--- src/rtl/uart_pkg.sv ---
// Shared UART definitions: frame FSM states, default widths, parity encodings.
package uart_pkg;

   localparam int unsigned DATA_W  = 8;
   localparam int unsigned PRESC_W = 6;

   // Parity-type encodings (PAR_TYP input), shared with the receiver.
   localparam logic PAR_EVEN = 1'b0;
   localparam logic PAR_ODD  = 1'b1;

   typedef enum logic [2:0] {
      IDLE,
      START,
      DATA,
      PARITY,
      STOP
   } tx_state_e;

endpackage

--- src/rtl/uart_tx_serializer.sv ---
// Parallel-load shift register: presents the data word LSB first, with bit index and last-bit flag.
module uart_tx_serializer #(
   parameter int unsigned DATA_W = 8
) (
   input  logic                        clk,
   input  logic                        rst,
   input  logic                        load_i,
   input  logic [DATA_W-1:0]           data_i,
   input  logic                        shift_i,
   output logic                        bit_o,
   output logic                        next_bit_c,
   output logic [$clog2(DATA_W)-1:0]   idx_o,
   output logic                        last_c
);

   localparam int unsigned IDX_W = $clog2(DATA_W);

   logic [DATA_W-1:0] shift_q, shift_d;
   logic [IDX_W-1:0]  idx_q, idx_d;

   // Load has priority; a shift drops the current LSB and advances the index.
   always_comb begin
      shift_d = shift_q;
      idx_d   = idx_q;
      if (load_i) begin
         shift_d = data_i;
         idx_d   = '0;
      end else if (shift_i) begin
         shift_d = {1'b0, shift_q[DATA_W-1:1]};
         idx_d   = idx_q + IDX_W'(1);
      end
   end

   // Shift register and index state.
   always_ff @(posedge clk or posedge rst) begin
      if (rst) begin
         shift_q <= '0;
         idx_q   <= '0;
      end else begin
         shift_q <= shift_d;
         idx_q   <= idx_d;
      end
   end

   assign bit_o      = shift_q[0];
   assign next_bit_c = shift_q[1];
   assign idx_o      = idx_q;
   assign last_c     = (idx_q == IDX_W'(DATA_W - 1));

endmodule

--- src/rtl/uart_tx.sv ---
// UART transmitter: start bit, DATA_W data bits LSB first, optional parity, one stop bit.
module uart_tx #(
   parameter int unsigned DATA_W  = uart_pkg::DATA_W,
   parameter int unsigned PRESC_W = uart_pkg::PRESC_W
) (
   input  logic               clk,
   input  logic               rst,
   input  logic [DATA_W-1:0]  P_DATA,
   input  logic               Data_Valid,
   input  logic               PAR_EN,
   input  logic               PAR_TYP,
   input  logic [PRESC_W-1:0] Prescale,
   output logic               TX_OUT,
   output logic               busy
);

   import uart_pkg::*;

   localparam int unsigned IDX_W = $clog2(DATA_W);

   tx_state_e          state_q, state_d;
   logic [PRESC_W-1:0] cnt_q, cnt_d;
   logic [PRESC_W-1:0] n_q, n_d;
   logic               par_en_q, par_en_d;
   logic               par_bit_q, par_bit_d;
   logic               tx_q, tx_d;
   logic               busy_q, busy_d;

   logic               ser_load, ser_shift;
   logic               ser_bit, ser_next, ser_last;
   logic [IDX_W-1:0]   ser_idx;
   logic               bit_done;

   uart_tx_serializer #(
      .DATA_W (DATA_W)
   ) u_ser (
      .clk        (clk),
      .rst        (rst),
      .load_i     (ser_load),
      .data_i     (P_DATA),
      .shift_i    (ser_shift),
      .bit_o      (ser_bit),
      .next_bit_c (ser_next),
      .idx_o      (ser_idx),
      .last_c     (ser_last)
   );

   // Final prescale cycle of the current bit period.
   assign bit_done = (cnt_q == (n_q - PRESC_W'(1)));

   // Next-state logic; TX_OUT/busy next values follow the state being entered so both come straight from flops.
   always_comb begin
      state_d   = state_q;
      cnt_d     = cnt_q;
      n_d       = n_q;
      par_en_d  = par_en_q;
      par_bit_d = par_bit_q;
      tx_d      = 1'b1;
      busy_d    = 1'b1;
      ser_load  = 1'b0;
      ser_shift = 1'b0;

      case (state_q)
         IDLE: begin
            busy_d = 1'b0;
            cnt_d  = '0;
            if (Data_Valid) begin
               state_d   = START;
               ser_load  = 1'b1;
               n_d       = (Prescale == '0) ? PRESC_W'(1) : Prescale;
               par_en_d  = PAR_EN;
               par_bit_d = (^P_DATA) ^ (PAR_TYP == PAR_ODD);
               tx_d      = 1'b0;
               busy_d    = 1'b1;
            end
         end

         START: begin
            if (bit_done) begin
               cnt_d   = '0;
               state_d = DATA;
               tx_d    = ser_bit;
            end else begin
               cnt_d = cnt_q + PRESC_W'(1);
               tx_d  = 1'b0;
            end
         end

         DATA: begin
            if (bit_done) begin
               cnt_d = '0;
               if (ser_last) begin
                  if (par_en_q) begin
                     state_d = PARITY;
                     tx_d    = par_bit_q;
                  end else begin
                     state_d = STOP;
                     tx_d    = 1'b1;
                  end
               end else begin
                  // Index stops at the last bit; it never wraps while in DATA.
                  ser_shift = (ser_idx != IDX_W'(DATA_W - 1));
                  tx_d      = ser_next;
               end
            end else begin
               cnt_d = cnt_q + PRESC_W'(1);
               tx_d  = ser_bit;
            end
         end

         PARITY: begin
            if (bit_done) begin
               cnt_d   = '0;
               state_d = STOP;
               tx_d    = 1'b1;
            end else begin
               cnt_d = cnt_q + PRESC_W'(1);
               tx_d  = par_bit_q;
            end
         end

         STOP: begin
            if (bit_done) begin
               cnt_d   = '0;
               state_d = IDLE;
               busy_d  = 1'b0;
            end else begin
               cnt_d = cnt_q + PRESC_W'(1);
            end
         end

         default: begin
            state_d = IDLE;
            cnt_d   = '0;
            busy_d  = 1'b0;
         end
      endcase
   end

   // State, latched configuration and output registers.
   always_ff @(posedge clk or posedge rst) begin
      if (rst) begin
         state_q   <= IDLE;
         cnt_q     <= '0;
         n_q       <= PRESC_W'(1);
         par_en_q  <= 1'b0;
         par_bit_q <= 1'b0;
         tx_q      <= 1'b1;
         busy_q    <= 1'b0;
      end else begin
         state_q   <= state_d;
         cnt_q     <= cnt_d;
         n_q       <= n_d;
         par_en_q  <= par_en_d;
         par_bit_q <= par_bit_d;
         tx_q      <= tx_d;
         busy_q    <= busy_d;
      end
   end

   assign TX_OUT = tx_q;
   assign busy   = busy_q;

endmodule

--- config.mk ---
export PLATFORM = sky130hd
export DESIGN_NAME = uart_tx
export DESIGN_NICKNAME = d
export VERILOG_FILES = /design/src/rtl/uart_pkg.sv /design/src/rtl/uart_tx_serializer.sv /design/src/rtl/uart_tx.sv
export SDC_FILE = /design/constraint.sdc
export NUM_CORES = 1
export LEC_CHECK = 0
export ABC_AREA = 1
export CAP_MARGIN = 20
export CORE_MARGIN = 2
export CORE_UTILIZATION = 30
export DETAILED_ROUTE_END_ITERATION = 16
export PLACE_DENSITY_LB_ADDON = 0.05
export RECOVER_POWER = 25
export SLEW_MARGIN = 20
export SYNTH_ARGS = -nofsm -noshare
export SYNTH_HDL_FRONTEND = slang
export SYNTH_SLANG_ARGS = --single-unit
--- constraint.sdc ---
create_clock -name clk -period 2.59 [get_ports clk]
set_input_delay 0.259 -clock clk [delete_from_list [all_inputs] [get_ports clk]]
set_output_delay 0.259 -clock clk [all_outputs]
set_load 0.03 [all_outputs]
; Yosys cells after proc, flatten, opt, wreduce, memory -nomap -nowiden
; Index checks and enable logic that the tools add are counted.
[totals]
ff_bits = 30
latchBits = 0
ramBits = 0
mem_bits_ro = 0
inputBits = 19
output_inout_bits = 2
wordCells = 63
mem_count = 0
[op_classes]
add_sub_neg = 3
n_mul = 0
div_mod_pow = 0
magnitude_cmp = 0
eq_ne = 13
shift = 0
mux = 29
bitwise = 1
n_reduce_logical = 8
[ops]
columns = op, n
row1 = 3-bit 2-to-1 mux, 9
row2 = 6-bit 2-to-1 mux, 3
row3 = 8-bit 2-to-1 mux, 2
row4 = 3-bit case mux with 5 select lines, 1
row5 = 1-bit 2-to-1 mux, 12
row6 = "2-bit != test, second input constant", 6
row7 = 8-bit parity, 1
row8 = "6-bit by 1-bit adder with 6-bit output, second input constant", 1
row9 = "3-bit by 2-bit == test with 1-bit output, second input constant", 2
row10 = "3-bit == test, second input constant", 2
row11 = 6-bit == test, 1
row12 = 6-bit logical NOT, 1
row13 = 6-bit AND reduction, 1
row14 = "6-bit by 1-bit subtractor with 6-bit output, second input constant", 1
row15 = 1-bit case mux with 4 select lines, 1
row16 = 4-bit OR reduction, 1
row17 = "3-bit by 1-bit adder with 3-bit output, second input constant", 1
row18 = "3-bit by 1-bit == test with 1-bit output, second input constant", 1
row19 = 3-bit logical NOT, 1
row20 = "3-bit != test, second input constant", 1
row21 = 1-bit case mux with 3 select lines, 1
row22 = 3-bit OR reduction, 1
row23 = 2-bit AND reduction, 1
row24 = 2-bit nonzero test, 1
row25 = 1-bit bitwise XOR, 1

; Depth between registers and ports, before layout
[depth]
depth_word = 6
ltp_mapped = 13
ltp_nobuf = 13

; Cells and area by module
; Synthesis repeated with hierarchy kept, for this count alone.
[unflattened]
hier_cells = 238
hier_area_um2 = 1747.9
[by_module_without_submodules]
columns = module, n_inst, cells_per_inst, area_per_inst_um2, seq_area_each_um2
row1 = uart_tx, 1, 179, 1236.2, 478.0
row2 = uart_tx_serializer, 1, 59, 511.7, 275.3

; Worst setup path before layout
; Ideal clock, no wire load.
[synth_timing]
kind = register to register
startpoint = reg n_q[0]
endpoint = reg state_q[2]
setup_ps = 118
arrival_time_ps = 1724
required_ps = 2472
setup_slack_ps = 748
stages_incl_launch_ff = 12
path_buffers = 0
period_less_slack_ps = 1842
cell_sequence = dfstp_2 inv_2 ha_1 xnor2_1 nor2_1 nand2_1 nor2_4 nand3_4 nand2_4 nand2_2 nand2_1 nand2_1
[synth_between]
elab_chain_cells = 4
elab_cells_between_ends = 7
cone_classes = add/sub (1) / eq/ne (5) / reduce/logical (1)
[synth_lines]
columns = element, line_no
row1 = start: declaration, uart_tx.sv:23  ; logic [PRESC_W-1:0] n_q, n_d;
row2 = start signal: assignment, uart_tx.sv:153  ; n_q <= n_d;
row3 = 6-bit by 1-bit subtractor with 6-bit output *, uart_tx.sv:49  ; assign bit_done = (cnt_q == (n_q - PRESC_W'(1)));
row4 = 6-bit == test *, uart_tx.sv:49
row5 = 2-bit != test (no source line), n/a
row6 = 6-bit AND reduction (no source line) *, n/a
row7 = end signal: assignment, uart_tx.sv:151  ; state_q <= state_d;
row8 = end: declaration, uart_tx.sv:21  ; tx_state_e state_q, state_d;
; Mark *: on every way between the ends. The rest lies on a longest branch, timed or not.
; A chain may end at the register's enable or synchronous reset.

; Final worst setup path
[layout_timing]
startpoint = reg n_q[0]
endpoint = reg state_q[1]
; The elaborated chain is that of the path after synthesis.

==> impl_metrics.py <==
metrics = {
    "run_status": {
        "run_status": "complete, but fails checks",
        "failing_checks": "max-capacitance violations, max-slew violations",
    },
    "floorplanning": {
        "die_h_um": 81.7,
        "num_rows": 28,
        "effective_utilization_at_floorplan_pct": 30.8,
        "die-area_mm2": 0.00668,
        "pin_count": 21,
        "core-area_mm2": 0.00589,
        "chipWidth_um": 81.7,
    },
    "synth": {
        "synthesis.area_per_instance_um2": 7.55,
        "post_synth_num_cell_types": 28,
        "postSynth.topFlopCell": "dfrtp_1",
        "syn-cell-area_mm2": 0.00181,
        "synth-edff-count": 0,
        "asyncSetResetFlopFracSynth_pct": 100,
        "synth_top_area_share_pct": 38.6,
        "postSynthRegisterBits": 30,
        "synth_fp_nets": 263,
        "yosysWarnings": 0,
        "netlist_top_cells_area": "dfrtp_1 39%, nand2_1 16%, nand3_1 9.7%",
        "post_synthesis_cells": 240,
        "netlist.top_cell.by_area": "dfrtp_1",
        "synth-seq-area-share_pct": 41.5,
    },
    "placement": {
        "dpl.hpwl_um": 2950,
        "gp_congestion": 0.766,
        "io_buffers": 20,
        "post-place-cells": 333,
    },
    "global_routing": {
        "grt_pass1_vias": 1598,
        "grt_antenna_before_repair": 0,
        "grt_overflow": 0,
        "grt_first_pass_wirelength_um": 7250,
        "grt_start_max_net_pins": 31,
        "grt_use_total_pct": 14.2,
    },
    "clocking": {
        "cts_tree": "built",
        "cts.reportedPaths.clkPinSlew_ns": 0.07,
        "insertion_delay_ns": 0.28,
        "cts.repair.resized": 0,
        "clock-sinks": 30,
        "post_cts_hold_buffer_count": 0,
        "cts_made_buffers": 5,
        "cts_root_buf": "clkbuf_8",
        "postCtsSetupRepairBufs": 0,
        "cts.path.max_buffers": 2,
        "clock_tree.htree_level_count": 2,
    },
    "layout": {
        "final_common_cell": "nand2_1",
        "drive_above_1_share_pct": 9.40,
        "fin_cells": 341,
        "layout.cells.most_common_list": "78 x nand2_1, 35 x nand3_1, 28 x dfrtp_1",
        "area.growth.synth_to_final_pct": 20.4,
        "design.final.nets": 288,
        "num_antenna_cells": 0,
    },
    "critical_path": {
        "rr_startpoint": "n_q[0]",
        "worst_path_max_fanout": 10,
        "worst_ep_required_time_ns": 2.76,
        "number_of_cells_on_the_worst_reg_to_reg_path": 11,
        "critical_path.cell_chain": "inv_2 > ha_1 > xnor2_1 > nor2_1 > nand2_1 > nor2_4 > nand3_4 > nand2_4 > nand2_2 > nand2_1 > nand2_1",
        "ff2ff_setup_slack_ns": 0.62,
        "path_common_cell": "nand2_1",
        "worstReg2RegEnd": "state_q[1]",
        "critical_path_class": "reg2reg",
        "endpoint_kind": "register",
        "critical-path-max-stage-delay_ns": 0.55,
        "critical-path-slowest-cell": "dfstp_2",
        "critical_path_arrival_ns": 2.14,
        "critical_path.startpoint_type": "register",
    },
    "power_and_ir_drop": {
        "power_per_cell_area_mw_per_mm2": 1050,
        "p_leak_uw": 0.00108,
        "worst_ir_drop_vdd_mv": 0.322,
    },
    "routing": {
        "drtPass1Iterations": 4,
        "post_drt_via_cell_ratio": 4.49,
        "routedWlPerCell_um": 11.6,
        "remaining_drc_errors": 0,
        "dr.first_iter.drc_count": 68,
        "route.final.wire_length_um": 3940,
        "route.vias.total": 1531,
        "antenna_left": 0,
    },
    "timing": {
        "finalSetupViolations": 0,
        "timing_worst_slew_pin_value_ns": 1.71,
        "finalSetupTns_ns": 0,
        "rsz0062_at_grt": "false",
        "fmax_ghz": 0.507,
        "final.setup_skew_ns": 0.0108,
        "timing_max_transition_violations_final": 31,
        "finalHoldViolCount": 0,
        "final_min_period_over_clock_period_pct": 76.2,
        "slew_headroom_pct": -14.1,
        "timing.final.crit_period_ns": 1.97,
    },
    "hold_path": {
        "hold_path_depth": 2,
        "min-delay-start": "u_ser.shift_q[7]",
        "hold-path-endpoint": "u_ser.shift_q[6]",
        "worst_hold_path_class": "reg2reg",
    },
    "run": {
        "maxCapViolations": 1,
    },
}
-- flip-flops by register name (all words and copies together) (netlist names) --
name / flops
u_ser.shift_q: 8
cnt_q: 6
n_q: 6
state_q: 3
u_ser.idx_o: 3
TX_OUT: 1
busy: 1
par_bit_q: 1
par_en_q: 1
-- cell type report --
| type | count | area [um^2] |
|---|---|---|
| fill | 653 | 3700 |
| sequential | 30 | 753 |
| clock buffer | 7 | 86.3 |
| multi-input combinational | 179 | 932 |
| clock inverter | 1 | 5.00 |
| inverter | 27 | 101 |
| tap | 75 | 93.8 |
| timing repair buffer | 22 | 211 |
-- logic make-up after synthesis --
family / after synthesis / share of synthesized area [%]
simple gates: 150 / 39.1
flops: 30 / 41.5
fa+ha+maj: 4 / 2.76
compound gates: 13 / 3.73
xor+xnor: 12 / 5.80
buf+inv: 31 / 7.04
-- worst max-delay path: cells and delay by family (launching register included) --
kind	cells	cell delay (ns)
and+or+nand+nor	8	0.81
DFF	1	0.55
adders and majority gates	1	0.30
xor gates and xnor gates	1	0.12
buffers and inverters	1	0.07
-- Yosys cell counts, types with 3 or more instances --
| master | count |
|---|---|
| nand2_1 | 78 |
| nand3_1 | 35 |
| dfrtp_1 | 28 |
| inv_1 | 24 |
| nor2_1 | 18 |
| o21ai_0 | 9 |
| xnor2_1 | 7 |
| xor2_1 | 5 |
| ha_1 | 4 |
| buf_2 | 3 |
| inv_2 | 3 |
| nand2_2 | 3 |
| nor2_4 | 3 |
-- routing by layer --
metal	vias up	track usage, %	share of wire (%)
met2	30	21.2	41
li1	808	-	-
met1	688	20.4	53
met5	-	0	0
met4	0	4.00	1.1
met3	5	3.30	4.2
-- power by group --
group / total, uW / leakage (uW) / internal [uW] / switching (uW)
Sequential: 807 / 0.000378 / 658 / 149
Clock: 391 / 0.0000482 / 214 / 177
Combinational: 1080 / 0.000651 / 399 / 685
-- worst max path at each step --
stage,end,depth (start not counted),from,slack [ns]
3_3_place_gp,state_q[0],11,n_q[0],0.64
2_1_floorplan,state_q[2],11,n_q[0],0.75
3_5_place_dp,state_q[2],11,n_q[0],0.63
4_1_cts,state_q[2],11,n_q[0],0.60
5_1_grt,u_ser.idx_o[2],3,rst,0.26
6_report,state_q[1],11,n_q[0],0.62
-- stage by stage --
stage | power (uW) | utilization [%] | setup WS [ns] | cell area [um^2] | hold WS, ns
floorplan | 1650 | - | 0.748 | 1810 | 0.348
global placement | 1930 | 35.6 | 0.640 | 2100 | 0.478
detailed placement | 1920 | 35.6 | 0.628 | 2100 | 0.484
CTS | 2320 | 37.2 | 0.598 | 2190 | 0.374
global route | 2540 | 37.1 | 0.264 | 2180 | 0.530
finish | 2280 | 37.1 | 0.617 | 2180 | 0.498
Note: power is estimated with default switching activity, not from simulation.
